$ cat src/rtl/jk_bank_arbiter.sv
// jk_bank_arbiter
// Round-robin controller that shares an external bank of WIDTH JK flip-flops
// between NREQ requesters. Each granted request becomes one single-cycle j/k
// drive on one bit. The bank's q is then read back to confirm the result.
// Sequence per op: IDLE (arbitrate) -> DRIVE (grant + j/k) -> SAMPLE (done).

module jk_bank_arbiter #(
  parameter  int NREQ  = 4,
  parameter  int WIDTH = 8,
  localparam int IDXW  = (WIDTH > 1) ? $clog2(WIDTH) : 1,
  localparam int IDW   = (NREQ  > 1) ? $clog2(NREQ)  : 1
) (
  input  logic                 clk,
  input  logic                 rst_n,
  input  logic [NREQ-1:0]      req_i,
  input  logic [2*NREQ-1:0]    op_i,
  input  logic [NREQ*IDXW-1:0] idx_i,
  input  logic [WIDTH-1:0]     q_i,
  output logic [WIDTH-1:0]     j_o,
  output logic [WIDTH-1:0]     k_o,
  output logic [NREQ-1:0]      gnt_o,
  output logic                 done_o,
  output logic [IDW-1:0]       done_id_o,
  output logic                 bit_o,
  output logic                 err_o
);

  typedef enum logic [1:0] {
    IDLE   = 2'd0,
    DRIVE  = 2'd1,
    SAMPLE = 2'd2
  } state_t;

  // The op encoding maps directly onto the JK inputs: j = op[0], k = op[1].
  typedef enum logic [1:0] {
    OP_HOLD   = 2'd0,
    OP_SET    = 2'd1,
    OP_CLEAR  = 2'd2,
    OP_TOGGLE = 2'd3
  } op_t;

  state_t          state_q;
  logic [IDW-1:0]  ptr_q;      // last winner; search starts just above it
  logic [IDW-1:0]  id_q;
  op_t             op_q;
  logic [IDXW-1:0] idx_q;
  logic            old_q;      // q_i[idx] before the bank updated

  // Arbitration and drive-pattern results for the current IDLE cycle.
  logic            found;
  logic [IDW-1:0]  winner;
  logic [1:0]      sel_op;
  logic [IDXW-1:0] sel_idx;
  logic            sel_in_range;
  logic [WIDTH-1:0] j_nxt;
  logic [WIDTH-1:0] k_nxt;

  // Readback evaluation for the latched op.
  logic            idx_in_range;
  logic            q_bit;
  logic            expected;

  // Round-robin search from ptr+1 upward with wrap, then decode the winner's op.
  always_comb begin
    // NOTE: every combinational output gets a default first so no path can
    // leave it unassigned and infer a latch.
    found        = 1'b0;
    winner       = ptr_q;
    sel_op       = 2'b00;
    sel_idx      = '0;
    sel_in_range = 1'b0;
    j_nxt        = '0;
    k_nxt        = '0;
    for (int k = 1; k <= NREQ; k++) begin
      int cand;
      cand = int'(ptr_q) + k;
      if (cand >= NREQ) cand = cand - NREQ;
      if (!found && req_i[cand]) begin
        found  = 1'b1;
        winner = IDW'(cand);
      end
    end
    sel_op       = op_i[2*int'(winner) +: 2];
    sel_idx      = idx_i[int'(winner)*IDXW +: IDXW];
    sel_in_range = int'(sel_idx) < WIDTH;
    // An out-of-range index still gets a grant but never touches the bank.
    if (sel_in_range) begin
      j_nxt[sel_idx] = sel_op[0];
      k_nxt[sel_idx] = sel_op[1];
    end
  end

  // Readback: compare the bank bit against what the op should have produced.
  always_comb begin
    idx_in_range = int'(idx_q) < WIDTH;
    q_bit        = 1'b0;
    if (idx_in_range) q_bit = q_i[idx_q];
    unique case (op_q)
      OP_HOLD:   expected = old_q;
      OP_SET:    expected = 1'b1;
      OP_CLEAR:  expected = 1'b0;
      OP_TOGGLE: expected = ~old_q;
      default:   expected = old_q;
    endcase
    bit_o = 1'b0;
    err_o = 1'b0;
    if (state_q == SAMPLE) begin
      bit_o = q_bit;
      err_o = !idx_in_range || (q_bit != expected);
    end
  end

  // Control FSM with registered grant, drive and completion outputs.
  always_ff @(posedge clk or negedge rst_n) begin
    if (!rst_n) begin
      state_q   <= IDLE;
      ptr_q     <= IDW'(NREQ - 1);
      id_q      <= '0;
      op_q      <= OP_HOLD;
      idx_q     <= '0;
      old_q     <= 1'b0;
      j_o       <= '0;
      k_o       <= '0;
      gnt_o     <= '0;
      done_o    <= 1'b0;
      done_id_o <= '0;
    end else begin
      // NOTE: sequential state uses non-blocking assignments so every register
      // samples pre-edge values, matching the hardware regardless of order.
      j_o       <= '0;
      k_o       <= '0;
      gnt_o     <= '0;
      done_o    <= 1'b0;
      done_id_o <= '0;
      unique case (state_q)
        IDLE: begin
          if (found) begin
            id_q    <= winner;
            op_q    <= op_t'(sel_op);
            idx_q   <= sel_idx;
            ptr_q   <= winner;
            gnt_o   <= NREQ'(1) << winner;
            j_o     <= j_nxt;
            k_o     <= k_nxt;
            state_q <= DRIVE;
          end
        end
        DRIVE: begin
          // The bank updates on this same edge, so q_i here is the old value.
          old_q     <= idx_in_range ? q_i[idx_q] : 1'b0;
          done_o    <= 1'b1;
          done_id_o <= id_q;
          state_q   <= SAMPLE;
        end
        SAMPLE: begin
          state_q <= IDLE;
        end
        default: begin
          state_q <= IDLE;
        end
      endcase
    end
  end

  // Protocol sanity checks (simulation only; ignored by synthesis).
  a_gnt_onehot: assert property (@(posedge clk) disable iff (!rst_n)
    $onehot0(gnt_o));
  a_single_bit_drive: assert property (@(posedge clk) disable iff (!rst_n)
    $onehot0(j_o | k_o));
  a_done_in_sample: assert property (@(posedge clk) disable iff (!rst_n)
    done_o |-> (state_q == SAMPLE));

endmodule

$ cat config.mk
export PLATFORM = sky130hd
export DESIGN_NAME = jk_bank_arbiter
export DESIGN_NICKNAME = d
export VERILOG_FILES = /design/src/rtl/jk_bank_arbiter.sv
export SDC_FILE = /design/constraint.sdc
export NUM_CORES = 1
export LEC_CHECK = 0
export ABC_AREA = 1
export BUFFER_PORTS_ARGS = -buffer_cell sky130_fd_sc_hd__buf_4
export CAP_MARGIN = 20
export CORE_ASPECT_RATIO = 0.7
export CORE_MARGIN = 1
export CORE_UTILIZATION = 45
export DETAILED_ROUTE_END_ITERATION = 10
export HOLD_SLACK_MARGIN = 0.06
export PLACE_DENSITY = 0.72
export SYNTH_ARGS = -nofsm -noshare
export SYNTH_HDL_FRONTEND = slang
export SYNTH_SLANG_ARGS = --single-unit
$ cat constraint.sdc
create_clock -name clk -period 3.85 [get_ports clk]
set_clock_uncertainty 0.15 [all_clocks]
set_input_delay 0.5775 -clock clk [delete_from_list [all_inputs] [get_ports clk]]
set_output_delay 0.5775 -clock clk [all_outputs]
set_load 0.01 [all_outputs]
==> metrics <==
Port Buffers=58; switching share of total power=0.5129; vias in the first global route=1589; GR Util All Layers=0.2114; setup TNS=0 ns; post-synthesis sequential area ratio=0.4680; Worst Setup Path Type=flop to flop; Seq. cell area=878.3 um^2; Max Freq=401.7 MHz; status=completed; initial core utilization=0.4756; via count=1685; area leader, netlist=dfrtp_1; Seq pwr share=0.243; RSZ-0062 raised after global routing=no; Syn Std Cell Area=1877 um^2; initial detailed-routing violation count=103; chip width=79.19 um; largest vdd supply drop=546.1 uV; remaining global-route overflow=0; vias per cell=4.787; CTS tree=yes; worst slew pin tran=0.4229 ns; fill count=361; # rows=19; async set or reset register ratio after synthesis=1.000; core footprint=3946 um^2; critical path fanouts, max=11; endpoints failing setup=0; DRC=0; Synth top area share=0.4400; Hold WC Path Type=primary input to async pin; Synth warnings=0; antenna violations before repair=0; clock sink total=35; Pins Over Slew Limit=0; leakage power=1.340 nW; Synth Flop Type=dfrtp_1; Tcrit/Tclk final=0.6466; root buf cell=clkbuf_8; P per Cell Area=1018 nW/um^2; post-route ant nets=0; Routed WL per cell=11.63 um; Worst Setup End Kind=flop; Syn Nets=271; cts repair resizes=0; top-count cell post-synth=nand2_1; Final #Nets=333; layout cell share with drive strength beyond 1=0.3100; hold_buf cts=0; synthesized flop and latch total=35; cells taking the most area after synthesis=dfrtp_1, nand2_1, nor2_1; Multi-input gate area=870.8 um^2; hpwl dp=3.192 mm; Max H-tree Level=2; largest net degree at the start of global routing=36; area delta synth->final=30.53%; WP data arrival=2.49 ns; CTS Buf Count=5; most instantiated cells after synthesis=nand2_1, dfrtp_1, nor2_1; clock-pin slew on the worst setup and hold paths=0.07 ns; Post-synth EDFFs=0; Antenna Cells=0; Die Span Y=56.03 um; Syn Area/Cell=7.919 um^2; I/O pins=59; Total Wirelength=4.093 mm; max_cap viols=0; Cell Int Power=0.001215 W; clk buf depth=2; fin util=0.6208; post-CTS setup buffer count=0; Max transition margin=0.7181; Comb pwr share=0.641; full die area=4437 um^2; Clock Latency Late Sink=0.28 ns; Placed Instance Area=2346 um^2; Final min period=2.489 ns; Fin. Hold Viols=0; Synth cell types=28; Sw Pwr=0.001279 W; DR pass1 iterations=4; clock power share=0.115; WP data required=3.85 ns; GPL Wtd Cong=0.8790; first-pass GRT wire length=7.100 mm; final instance area=2450 um^2; crit start category=flop; Mapped Cells=237
layout by cell type, fill, tap and decap left out:
cell	instances
o21ai_4	2
nand4_1	1
mux2i_1	1
nand3b_1	4
nand2_1	70
inv_4	1
o21ai_1	2
o21ai_0	13
nand2_2	9
nand2_4	4
nand3_2	1
o211ai_1	1
dfrtp_1	33
buf_4	58
nor3_1	3
nand3_4	3
clkinvlp_4	1
nor2_2	2
nor2_1	32
a31oi_1	1
nor4_1	1
inv_1	21
inv_2	3
a22oi_1	1
dfstp_2	2
nand3_1	22
a21oi_1	1
clkbuf_8	7
area by class of cell:
class / instances / share of cell area
Multi-Input combinational cell: 174 / 0.3555
Clock buffer: 7 / 0.03933
Inverter: 25 / 0.03933
Tap cell: 52 / 0.02656
Clock inverter: 1 / 0.003064
Timing Repair Buffer: 58 / 0.1777
Sequential cell: 35 / 0.3585
sequential cells by signal, indices dropped and copies added (netlist names), 2 cells and up:
register	count
state_q	2
gnt_o	4
op_q	2
done_id_o	2
idx_q	3
j_o	8
k_o	8
ptr_q	2
id_q	2
path summary, 6_finish.rpt:
| path | from | endpoint | slack [ns] | cells past startpoint |
|---|---|---|---|---|
| max | ptr_q[0]$_DFFE_PN1P_ | id_q[1]$_DFFE_PN0P_ | 1.36 | 11 |
| min | rst_n | done_o$_DFF_PN0_ | 0.08 | 1 |
| max reg2reg | ptr_q[0]$_DFFE_PN1P_ | id_q[1]$_DFFE_PN0P_ | 1.36 | 11 |
| min reg2reg | op_q[1]$_DFFE_PN0P_ | op_q[1]$_DFFE_PN0P_ | 0.34 | 2 |
| max in group asynchronous | rst_n | ptr_q[0]$_DFFE_PN1P_ | 3.14 | 1 |
| min in group clk | op_q[1]$_DFFE_PN0P_ | op_q[1]$_DFFE_PN0P_ | 0.34 | 2 |
power groups by stage:
stage                     Sequential (W)  Combinational (W)  Clock, W
after floorplan                 0.000625            0.00121         0
after global routing            0.000627            0.00183  0.000312
after global placement          0.000612            0.00157         0
after CTS                       0.000608            0.00160  0.000298
final                           0.000607            0.00160  0.000287
after detailed placement        0.000613            0.00160         0
cell families after synthesis:
family,count (synthesis),synth area share
and+or+nand+nor,152,0.3873
muxes,1,0.005334
AOI/OAI and AO/OA,21,0.07133
DFF,35,0.4680
buffers and inverters,28,0.06800
metal layers:
layer  vias to the layer above  track usage  routed length [um]
li1                        874            -                   -
met5                         -            0                   0
met4                         0      0.07013                  27
met1                       742       0.3161                2051
met3                         2      0.05738                 307
met2                        67       0.2931                1706
through the flow:
step	std cells	hold slack [ns]	setup WS (ns)	total power, W
finish	352	0.07795	1.361	0.002494
detailed placement	344	0.3246	1.416	0.002211
global route	352	0.1030	1.074	0.002767
global placement	344	0.3213	1.446	0.002186
CTS	352	0.08558	1.341	0.002507
floorplan	237	0.1319	1.670	0.001835
critical path, cell delays in order (launching register included):
cell	delay, ns
dfstp_2	0.67
inv_2	0.14
nand2_1	0.09
nand2_1	0.10
nand2_1	0.12
nand2_2	0.09
nor2_1	0.16
nand4_1	0.14
nand2_2	0.16
inv_1	0.22
nand2_1	0.20
o21ai_0	0.12
(Power assumes the default switching activity.)
